File: src/rtl/piso_tx_8bit_pkg.sv
// Shared definitions for the 8-bit serial link (transmit and receive sides).
package piso_tx_8bit_pkg;

    // Default word length of the serial link.
    localparam int WIDTH_DEFAULT = 8;

    // Transmitter FSM encoding; one bit is enough for IDLE/SHIFT.
    typedef enum logic {
        ST_IDLE  = 1'b0,
        ST_SHIFT = 1'b1
    } state_t;

    // Shift a word one place towards the MSB, filling the LSB with 0.
    function automatic logic [WIDTH_DEFAULT-1:0] shl1(input logic [WIDTH_DEFAULT-1:0] v);
        return {v[WIDTH_DEFAULT-2:0], 1'b0};
    endfunction

endpackage

File: src/rtl/piso_tx_8bit_if.sv
// Handshake and serial-line bundle of the PISO transmitter.
interface piso_tx_8bit_if import piso_tx_8bit_pkg::*; #(
    parameter int WIDTH = WIDTH_DEFAULT
);
    logic [WIDTH-1:0] i_D;
    logic             i_valid;
    logic             o_ready;
    logic             o_SD;
    logic             o_SE;
    logic             o_busy;
    logic             o_done;

    // Word source / serial sink side.
    modport master (
        output i_D,
        output i_valid,
        input  o_ready,
        input  o_SD,
        input  o_SE,
        input  o_busy,
        input  o_done
    );

    // Transmitter side.
    modport slave (
        input  i_D,
        input  i_valid,
        output o_ready,
        output o_SD,
        output o_SE,
        output o_busy,
        output o_done
    );
endinterface

File: src/rtl/piso_tx_8bit.sv
// Parallel-in serial-out transmitter: accepts a word on a valid/ready
// handshake and sends it MSB first, one bit per clock. A new word can be
// accepted on the last-bit cycle so consecutive words stream without gaps.
module piso_tx_8bit import piso_tx_8bit_pkg::*; #(
    parameter int WIDTH = WIDTH_DEFAULT
) (
    input  logic          i_clk,
    input  logic          i_rst,
    piso_tx_8bit_if.slave bus
);

    localparam int                CNT_W     = $clog2(WIDTH);
    localparam logic [CNT_W-1:0]  C_LAST    = CNT_W'(WIDTH - 1);
    localparam logic [CNT_W-1:0]  C_LAST_M1 = CNT_W'(WIDTH - 2);

    state_t             r_state;
    logic [WIDTH-1:0]   r_shreg;
    logic [CNT_W-1:0]   r_cnt;
    logic               r_ready;
    logic               r_done;

    logic               w_accept;
    logic               w_last;
    logic [WIDTH-1:0]   w_shifted;

    assign w_accept  = bus.i_valid & r_ready;
    assign w_last    = (r_state == ST_SHIFT) && (r_cnt == C_LAST);
    assign w_shifted = {r_shreg[WIDTH-2:0], 1'b0};

    // FSM, shift register, bit counter and registered handshake/status flags.
    // The shift register is empty in IDLE (the last shift clears it), so its
    // MSB can drive the serial line directly in every state.
    always_ff @(posedge i_clk) begin
        if (i_rst) begin
            r_state <= ST_IDLE;
            r_shreg <= '0;
            r_cnt   <= '0;
            r_ready <= 1'b1;
            r_done  <= 1'b0;
        end else begin
            r_done <= 1'b0;
            case (r_state)
                ST_IDLE: begin
                    if (w_accept) begin
                        r_shreg <= bus.i_D;
                        r_cnt   <= '0;
                        r_state <= ST_SHIFT;
                        r_ready <= 1'b0;
                    end
                end
                ST_SHIFT: begin
                    if (w_last) begin
                        r_done <= 1'b1;
                        r_cnt  <= '0;
                        if (w_accept) begin
                            r_shreg <= bus.i_D;
                            r_ready <= 1'b0;
                        end else begin
                            r_shreg <= w_shifted;
                            r_state <= ST_IDLE;
                            r_ready <= 1'b1;
                        end
                    end else begin
                        r_shreg <= w_shifted;
                        r_cnt   <= r_cnt + 1'b1;
                        r_ready <= (r_cnt == C_LAST_M1);
                    end
                end
                default: begin
                    r_state <= ST_IDLE;
                end
            endcase
        end
    end

    assign bus.o_ready = r_ready;
    assign bus.o_SD    = r_shreg[WIDTH-1];
    assign bus.o_SE    = (r_state == ST_SHIFT);
    assign bus.o_busy  = (r_state == ST_SHIFT);
    assign bus.o_done  = r_done;

endmodule

File: src/flat_wrapper.sv
// flat-port wrapper written by rule: the top's interface ports become plain ports
module piso_tx_8bit_flat import piso_tx_8bit_pkg::*;
#(
    parameter int WIDTH = WIDTH_DEFAULT
)
  (i_clk, i_rst, bus_i_D, bus_i_valid, bus_o_ready, bus_o_SD, bus_o_SE, bus_o_busy, bus_o_done);
  piso_tx_8bit_if #(.WIDTH(WIDTH)) bus_i ();
  input  logic i_clk;
  input  logic i_rst;
  input wire logic [$bits(bus_i.i_D)-1:0] bus_i_D;
  input wire logic [$bits(bus_i.i_valid)-1:0] bus_i_valid;
  output wire logic [$bits(bus_i.o_ready)-1:0] bus_o_ready;
  output wire logic [$bits(bus_i.o_SD)-1:0] bus_o_SD;
  output wire logic [$bits(bus_i.o_SE)-1:0] bus_o_SE;
  output wire logic [$bits(bus_i.o_busy)-1:0] bus_o_busy;
  output wire logic [$bits(bus_i.o_done)-1:0] bus_o_done;
  assign bus_i.i_D = bus_i_D;
  assign bus_i.i_valid = bus_i_valid;
  assign bus_o_ready = bus_i.o_ready;
  assign bus_o_SD = bus_i.o_SD;
  assign bus_o_SE = bus_i.o_SE;
  assign bus_o_busy = bus_i.o_busy;
  assign bus_o_done = bus_i.o_done;
  piso_tx_8bit #(.WIDTH(WIDTH)) u_core (.i_clk(i_clk), .i_rst(i_rst), .bus(bus_i));
endmodule
File: config.mk
export PLATFORM = sky130hd
export DESIGN_NAME = piso_tx_8bit_flat
export DESIGN_NICKNAME = d
export VERILOG_FILES = /design/src/rtl/piso_tx_8bit_pkg.sv /design/src/rtl/piso_tx_8bit_if.sv /design/src/rtl/piso_tx_8bit.sv /design/src/flat_wrapper.sv
export SDC_FILE = /design/constraint.sdc
export NUM_CORES = 1
export LEC_CHECK = 0
export ABC_AREA = 0
export BUFFER_PORTS_ARGS = -buffer_cell sky130_fd_sc_hd__buf_2
export CAP_MARGIN = 40
export CELL_PAD_IN_SITES_DETAIL_PLACEMENT = 1
export CELL_PAD_IN_SITES_GLOBAL_PLACEMENT = 1
export CORE_UTILIZATION = 39
export DETAILED_ROUTE_END_ITERATION = 6
export GPL_TIMING_DRIVEN = 0
export PLACE_DENSITY_LB_ADDON = 0.08
export SYNTH_ARGS = -nofsm -noshare
export SYNTH_HDL_FRONTEND = slang
export SYNTH_SLANG_ARGS = --single-unit
File: constraint.sdc
create_clock -name i_clk -period 2.5 [get_ports i_clk]
set_clock_uncertainty 0.05 [all_clocks]
set_input_delay 0.125 -clock i_clk [delete_from_list [all_inputs] [get_ports i_clk]]
set_output_delay 0.125 -clock i_clk [all_outputs]
set_load 0.02 [all_outputs]
Word-level counts from Yosys, hierarchy flattened
Cells that the tools add are included.
Operators by class
  reductions and logical operators: 2
  muxes and demuxes: 15
  bitwise gates (word level): 2
  equal/unequal tests: 3
  $add $sub $neg: 1
Operators with widths (number)
  $mux 8: 3
  $pmux 8 s2: 1
  $eq 3x3->1 const B: 2
  $mux 1: 6
  $mux 3: 2
  $pmux 3 s2: 1
  $pmux 1 s2: 2
  $add 3x1->3 const B: 1
  $ne 2x1->1 const B: 1
  $reduce_or 2->1: 1
  $and 1x1->1: 1
  $logic_and 1x1->1: 1
  $not 1->1: 1
Word-level totals
  output and inout port bits: 5
  bits in registers: 14
  word-level logic and storage cells: 28

Logic depth before layout (Yosys ltp)
Gate-level depths: netlist of run 1.
  depth in word-level cells: 4
  mapped depth: 5
  gate-level depth less buffers: 5

Least setup slack after synthesis of run 1
Ideal clock, no wire load.
  kind: flip-flop to flip-flop
  start point: register u_core.r_cnt[0]
  end point: register u_core.r_shreg[1]
  setup slack: 1.056 ns
  arrival time: 1.276 ns
  stages on the path, launching flop included: 6
  buffers on the path: 0
  required time: 2.331 ns
  setup time: 0.119 ns
  path through: dfxtp_1 -> ha_1 -> ha_1 -> nand2b_1 -> nand3_2 -> o221a_1
Between the ends
  word-level cells in the longest chain between the ends: 4
Ends and longest elaborated chain
  from (decl): line piso_tx_8bit.sv:18  | logic [CNT_W-1:0] r_cnt;
  from (signal assigned): line piso_tx_8bit.sv:65  | r_cnt <= r_cnt + 1'b1;
  $eq 3x3->1: line piso_tx_8bit.sv:27  | assign w_last = (r_state == ST_SHIFT) && (r_cnt == C_LAST);
  $logic_and 1x1->1: line piso_tx_8bit.sv:27
  $mux 8: line piso_tx_8bit.sv:52  | if (w_last) begin
  $pmux 8 s2: line piso_tx_8bit.sv:42  | case (r_state)
  to (signal assigned): line piso_tx_8bit.sv:45  | r_shreg <= bus.i_D;
  to (signal assigned): line piso_tx_8bit.sv:56  | r_shreg <= bus.i_D;
  to (signal assigned): line piso_tx_8bit.sv:59  | r_shreg <= w_shifted;
  to (decl): line piso_tx_8bit.sv:17  | logic [WIDTH-1:0] r_shreg;
Every way passes these cells.
A chain may end at the register's enable or synchronous reset.

Final worst setup path of run 1
  start point: register u_core.r_cnt[0]
  end point: register u_core.r_shreg[6]
Same word-level chain as after synthesis.

==> results.json, run 1 <==
{
  "crit_chain": "ha_1 > ha_1 > nand2b_1 > nand3_2 > o221a_1",
  "yosysSeqAreaShare": 0.436,
  "postSynthAreaPerCell_um2": 9.32,
  "drv.max_cap_violation_count": 0,
  "num_vias": 585,
  "cell_internal_pwr_mw": 0.370,
  "worst_pin_slew_ps": 453,
  "synthDistinctLibCells": 23,
  "final_cell_area_um2": 774,
  "cts_post_setup_buffers_inserted": 0,
  "slew_headroom": 0.698,
  "clkSinkCount": 14,
  "grt_overflow": 0,
  "first_global_vias": 549,
  "filler_cell_count": 198,
  "critical_path_buf_inv_count": 0,
  "netSwitchingFraction": 0.273,
  "cts.root.buffer_cell": "sky130_fd_sc_hd__clkbuf_4",
  "tritoncts_clock_tree": "done",
  "syn2layout_area_growth_pct": 20.4,
  "outcome": "complete, no violations",
  "synth.top_cells.by_area": "sky130_fd_sc_hd__dfxtp_1 44%, sky130_fd_sc_hd__o221a_1 11%, sky130_fd_sc_hd__a21oi_1 8.6%",
  "fin_total_pwr_mw": 0.509,
  "ys_top_cells_by_count": "14 x sky130_fd_sc_hd__dfxtp_1, 11 x sky130_fd_sc_hd__a21oi_1, 9 x sky130_fd_sc_hd__nor2_1",
  "min_path_cells": 2,
  "grt_first_pass_wirelength_um": 2520,
  "final_antenna_net_count": 0,
  "worst_path_dominant_cell_family": "adder cells",
  "total_neg_setup_slack_ps": 0,
  "worst-path-max-fanout": 6,
  "max_clock_freq_ghz": 0.576,
  "floorplan.initialDensity": 0.422,
  "synthMostInstantiatedCell": "sky130_fd_sc_hd__dfxtp_1",
  "die_h_um": 42.6,
  "logic_depth_of_the_worst_setup_path_including_buffers": 5,
  "post-place-ws_ps": 780,
  "cts_max_path_buffers": 2,
  "switching_power_mw": 0.139,
  "placement.io_buffers": 15,
  "drt-pass1-iter-count": 4,
  "number_of_buffers_created_by_cts": 3,
  "synth_top_area_cell": "sky130_fd_sc_hd__dfxtp_1",
  "place.detailed.hpwl_um": 1170,
  "post-place-cells": 100,
  "timing.critical_path.slowest_cell_delay_ps": 400,
  "fin_ws_ps": 764,
  "maximum_number_of_pins_on_one_net_before_global_route_repair": 11,
  "clock_power_share": 0.314,
  "finalHoldViolations": 0,
  "power_density_nw_per_um2": 657,
  "synth_fp_nets": 83,
  "clock_latency_ps": 280,
  "synth_enable_flop_cells": 0,
  "ys.warnings.count": 0,
  "arrival_ps": 1860,
  "final_instance_count_excl_fillers": 104,
  "cts_hold_buf": 0,
  "num_antenna_cells": 0,
  "routedWlPerCell_um": 14.9,
  "reg2regPathDepth": 5,
  "cellLeakagePower_nw": 0.333,
  "post-route-min-period_ps": 1740,
  "drt_wl_total_um": 1550,
  "netlist.area_leader.share": 0.436,
  "fp-row-count": 14,
  "path_class": "register to register",
  "clkSlewWorstSetupHoldPaths_ps": 90,
  "ctsHtreeMaxLevel": 1,
  "worst-endpoint-required_ps": 2620,
  "final_layout_size_suffix_gt1_frac": 0.284,
  "utilization": 0.508,
  "grt_util_all_layers": 0.190,
  "pin_count": 16,
  "initial_antenna_violation_count": 0,
  "endpoints_failing_setup": 0,
  "post_cts.resized_instances": 0,
  "postSynth.asyncResetShare": 0,
  "fp.dieArea_um2": 1820,
  "die_span_x_um": 42.6,
  "syn-instance-count": 69,
  "synth.cell_area_um2": 643,
  "gp_weighted_congestion": 0.745,
  "core_area_um2": 1520,
  "final-max-slew-violation-count": 0,
  "synthFlopType": "sky130_fd_sc_hd__dfxtp_1",
  "peakVddDrop_mv": 0.321,
  "drc": 0,
  "hp-class": "primary input to register",
  "worst_setup_path_start_kind": "register",
  "crit_path_end_kind": "register",
  "grt_setup_unrepaired": "no",
  "synth.ff_latch_count": 14,
  "post-route-period-util": 0.695,
  "share_comb_of_total_power": 0.183,
  "critical_path.slowest_cell": "sky130_fd_sc_hd__dfxtp_1",
  "detailed_place.area_um2": 738,
  "vias_per_cell": 5.63,
  "design.final.nets": 103,
  "min_hold_slack_ps": 40.8,
  "critical_path.most_common_cell": "sky130_fd_sc_hd__ha_1",
  "drt_iter0_markers": 4,
  "power.share.sequential": 0.503
}
==> routing by layer <==
metal | share of wire | track usage
met5 | 0 | 0
met1 | 0.49 | 0.242
met3 | 0.034 | 0.0517
met2 | 0.46 | 0.292
met4 | 0.0090 | 0.0938
==> state kept, by name (all words and copies together) (netlist names) <==
name and flops:
u_core.r_shreg 8, u_core.r_cnt 3, u_core.bus.o_SE 1, u_core.bus.o_done 1, u_core.bus.o_ready 1
==> kinds of logic (layout without fill, tap and decap cells) <==
kind of cell / count (synthesis) / count (layout) / synth area share
AOI/OAI and AO/OA: 22 / 22 / 0.257
adders and majority gates: 3 / 3 / 0.0584
buffers and inverters: 6 / 25 / 0.0448
DFF: 14 / 14 / 0.436
muxes: 1 / 1 / 0.0156
and+or+nand+nor: 23 / 23 / 0.189
==> layout by cell type, fill, tap and decap left out <==
cell,netlist,final
sky130_fd_sc_hd__clkbuf_1,1,1
sky130_fd_sc_hd__buf_4,1,1
sky130_fd_sc_hd__inv_1,2,2
sky130_fd_sc_hd__nand2b_1,1,1
sky130_fd_sc_hd__ha_1,3,3
sky130_fd_sc_hd__a21oi_1,11,11
sky130_fd_sc_hd__nand2_1,3,3
sky130_fd_sc_hd__a31oi_1,1,1
sky130_fd_sc_hd__clkbuf_8,0,1
sky130_fd_sc_hd__clkbuf_4,0,3
sky130_fd_sc_hd__o221a_1,6,6
sky130_fd_sc_hd__dfxtp_1,14,14
sky130_fd_sc_hd__nor3b_1,2,2
sky130_fd_sc_hd__o2111ai_1,1,1
sky130_fd_sc_hd__buf_2,2,17
sky130_fd_sc_hd__mux2i_1,1,1
sky130_fd_sc_hd__nand3_1,3,3
sky130_fd_sc_hd__nor2_1,9,9
sky130_fd_sc_hd__o21ai_0,1,1
sky130_fd_sc_hd__a2111oi_2,1,1
sky130_fd_sc_hd__nand3_2,2,2
sky130_fd_sc_hd__nand3b_1,1,1
sky130_fd_sc_hd__or2_0,1,1
sky130_fd_sc_hd__nor2b_1,1,1
sky130_fd_sc_hd__o21bai_1,1,1
==> worst register-to-register path, stage by stage (launching register included) <==
cell and delay [ps]:
sky130_fd_sc_hd__dfxtp_1 400, sky130_fd_sc_hd__ha_1 180, sky130_fd_sc_hd__ha_1 290, sky130_fd_sc_hd__nand2b_1 240, sky130_fd_sc_hd__nand3_2 170, sky130_fd_sc_hd__o221a_1 300
==> worst paths after layout <==
| check | start | endpoint | slack, ps |
|---|---|---|---|
| max | u_core.r_cnt[0]$_SDFFE_PP0P_ | u_core.r_shreg[6]$_SDFFE_PP0P_ | 760 |
| min | i_rst | u_core.r_shreg[3]$_SDFFE_PP0P_ | 40 |
| max reg2reg | u_core.r_cnt[0]$_SDFFE_PP0P_ | u_core.r_shreg[6]$_SDFFE_PP0P_ | 760 |
| min reg2reg | u_core.r_cnt[1]$_SDFFE_PP0P_ | u_core.r_cnt[1]$_SDFFE_PP0P_ | 450 |
==> power by group through the flow <==
stage	Combinational, mW	Sequential, mW	Clock, mW
floorplan	0.0575	0.264	0
global placement	0.0904	0.260	0
finish	0.0930	0.256	0.160
CTS	0.0946	0.256	0.165
global route	0.104	0.258	0.176
detailed placement	0.0942	0.262	0
==> layout make-up <==
class | instances | area, um2 | area share
multi-input cells | 49 | 334 | 0.431
flip-flops and latches | 14 | 280 | 0.362
inverters | 2 | 7.51 | 0.00969
well taps | 16 | 20.0 | 0.0258
plain buffers | 4 | 21.3 | 0.0275
clock buffers | 4 | 36.3 | 0.0468
repair buffers | 15 | 75.1 | 0.0969
(Power assumes the default switching activity.)
==> run 2: changes to the inputs <==
--- a/config.mk
+++ b/config.mk
@@ -10,7 +10,7 @@
 export CAP_MARGIN = 40
 export CELL_PAD_IN_SITES_DETAIL_PLACEMENT = 1
 export CELL_PAD_IN_SITES_GLOBAL_PLACEMENT = 1
-export CORE_UTILIZATION = 39
+export CORE_UTILIZATION = 37
 export DETAILED_ROUTE_END_ITERATION = 6
 export GPL_TIMING_DRIVEN = 0
 export PLACE_DENSITY_LB_ADDON = 0.08
==> constraint.sdc (replaced) <==
create_clock -name i_clk -period 1.75 [get_ports i_clk]
set_clock_uncertainty 0.05 [all_clocks]
set_input_delay 0.0875 -clock i_clk [delete_from_list [all_inputs] [get_ports i_clk]]
set_output_delay 0.0875 -clock i_clk [all_outputs]
set_load 0.02 [all_outputs]
==> run 2 against run 1 <==
Effect of this change:
- the flow now finishes with violations (design-rule violations)
- sequential power increased by 43%
- via count decreased by 2.7%
- die area increased by 5.1%
- global-route usage decreased by 0.33 points
- final cell count increased by 0.96%
- first-iteration DRC count increased by 75%
- register-to-register slack got worse by 590 ps
- wire length decreased by 6.6%
- sequential cell count unchanged
- non-clock buffer count increased by 1
- clock power increased by 47%
- maximum frequency increased by 10%
- critical endpoint is now u_core.r_shreg[3]$_SDFFE_PP0P_
- largest power group unchanged
- highest routed layer unchanged
==> results.json, run 2 (synthesized netlist as in run 1, its figures left out) <==
{
  "initial_antenna_violation_count": 0,
  "power_density_nw_per_um2": 924,
  "syn2layout_area_growth_pct": 23.5,
  "reg2reg_to": "u_core.r_shreg[3]$_SDFFE_PP0P_",
  "ctsHtreeMaxLevel": 1,
  "pin_count": 16,
  "clock_latency_ps": 280,
  "floorplan.initialDensity": 0.413,
  "top_register": "u_core.r_shreg",
  "layout_common_cells": "17 x sky130_fd_sc_hd__buf_2, 14 x sky130_fd_sc_hd__dfxtp_1, 11 x sky130_fd_sc_hd__a21oi_1",
  "total_neg_setup_slack_ps": 0,
  "final_antenna_net_count": 0,
  "clkSlewWorstSetupHoldPaths_ps": 90,
  "r2r_setup_slack_ps": 170,
  "fp.dieArea_um2": 1910,
  "post-route-min-period_ps": 1580,
  "worst-endpoint-required_ps": 1880,
  "gp_weighted_congestion": 0.715,
  "detailed_place.area_um2": 738,
  "failing_checks": "design-rule violations",
  "reg.largest.list": "u_core.r_shreg: 8 flops, u_core.r_cnt: 3 flops",
  "hp-class": "primary input to register",
  "grt_setup_unrepaired": "no",
  "place.detailed.hpwl_um": 996,
  "core_area_um2": 1560,
  "cts_post_setup_buffers_inserted": 0,
  "critical_register_to_register_path_startpoint": "u_core.r_cnt[0]$_SDFFE_PP0P_",
  "final_layout_size_suffix_gt1_frac": 0.303,
  "arrival_ps": 1710,
  "max_clock_freq_ghz": 0.634,
  "outcome": "finished, violations left",
  "drt_wl_total_um": 1450,
  "path_class": "register to register",
  "first_global_vias": 530,
  "worst-path-max-fanout": 6,
  "maximum_number_of_pins_on_one_net_before_global_route_repair": 11,
  "filler_cell_count": 186,
  "grt_first_pass_wirelength_um": 2530,
  "routedWlPerCell_um": 13.8,
  "tritoncts_clock_tree": "done",
  "reg2regPathDepth": 5,
  "drv.max_cap_violation_count": 0,
  "die_span_x_um": 43.7,
  "die_h_um": 43.7,
  "whs_endpoint": "u_core.r_shreg[5]$_SDFFE_PP0P_",
  "grt_overflow": 0,
  "number_of_buffers_created_by_cts": 3,
  "placement.io_buffers": 15,
  "grt_util_all_layers": 0.186,
  "design.final.nets": 104,
  "num_antenna_cells": 0,
  "cellLeakagePower_nw": 0.335,
  "min_hold_slack_ps": 21.2,
  "final-max-slew-violation-count": 0,
  "worst_pin_slew_ps": 437,
  "multi_input_area_um2": 344,
  "cts.root.buffer_cell": "sky130_fd_sc_hd__clkbuf_4",
  "utilization": 0.510,
  "clkSinkCount": 14,
  "worst_setup_path_start_kind": "register",
  "post-route-period-util": 0.901,
  "crit_path_end_kind": "register",
  "peakVddDrop_mv": 0.504,
  "vias_per_cell": 5.42,
  "fp-row-count": 14,
  "drc": 3,
  "endpoints_failing_setup": 0,
  "final_cell_area_um2": 795,
  "slew_headroom": 0.709,
  "largest_reg_flops": 8,
  "finalHoldViolations": 0,
  "hold_start": "bus_i_D[5]",
  "seqCellArea_um2": 280,
  "final_common_cell": "sky130_fd_sc_hd__buf_2",
  "min_path_cells": 2,
  "cts_max_path_buffers": 2,
  "fin_total_pwr_mw": 0.734,
  "drt-pass1-iter-count": 6,
  "drt_iter0_markers": 7,
  "num_vias": 569
}
[run 2: worst max-delay path: stages (launching register included)]
cell                        delay (ps)
sky130_fd_sc_hd__dfxtp_1           380
sky130_fd_sc_hd__ha_1              180
sky130_fd_sc_hd__ha_2              250
sky130_fd_sc_hd__nand3_2           130
sky130_fd_sc_hd__nor3b_1           180
sky130_fd_sc_hd__a2111oi_2         320
[run 2: worst max path at each step]
stage / cells past startpoint / endpoint / slack [ps] / startpoint
2_1_floorplan: 5 / u_core.r_shreg[1]$_SDFFE_PP0P_ / 310 / u_core.r_cnt[0]$_SDFFE_PP0P_
3_3_place_gp: 5 / u_core.r_shreg[1]$_SDFFE_PP0P_ / 100 / u_core.r_cnt[0]$_SDFFE_PP0P_
3_5_place_dp: 5 / u_core.r_shreg[4]$_SDFFE_PP0P_ / 90 / u_core.r_cnt[0]$_SDFFE_PP0P_
4_1_cts: 5 / u_core.r_shreg[4]$_SDFFE_PP0P_ / 60 / u_core.r_cnt[0]$_SDFFE_PP0P_
5_1_grt: 5 / u_core.r_shreg[3]$_SDFFE_PP0P_ / 30 / u_core.r_cnt[0]$_SDFFE_PP0P_
6_report: 5 / u_core.r_shreg[3]$_SDFFE_PP0P_ / 170 / u_core.r_cnt[0]$_SDFFE_PP0P_
[run 2: final cells by class]
cell class | count | share of cell area
inverters | 2 | 0.00945
multi-input cells | 49 | 0.433
well taps | 16 | 0.0252
plain buffers | 4 | 0.0268
flip-flops and latches | 14 | 0.353
repair buffers | 16 | 0.107
clock buffers | 4 | 0.0457
[run 2: where the power goes]
group	switching [mW]	internal, mW
clock	0.109	0.126
sequential	0.0201	0.345
combinational	0.0738	0.0595
[run 2: stage by stage]
| stage | setup slack, ps | std cells |
|---|---|---|
| 3_3_place_gp | 99.5 | 100 |
| 3_5_place_dp | 91.7 | 100 |
| 6_report | 173 | 105 |
| 4_1_cts | 64.6 | 105 |
| 5_1_grt | 25.3 | 105 |
| 2_1_floorplan | 306 | 69 |
[run 2: per-layer routing]
layer / global-route usage / vias up / share of wire
li1: - / 292 / -
met1: 0.249 / 258 / 0.51
met2: 0.275 / 17 / 0.42
met3: 0.0500 / 2 / 0.055
met4: 0.0938 / 0 / 0.013
met5: 0 / - / 0
[run 2: what timing repair did]
action                     in CTS  in global routing
setup endpoints to repair       0                  7
hold endpoints to repair        1                  0
resized for setup               0                  2
hold buffers                    1                  0
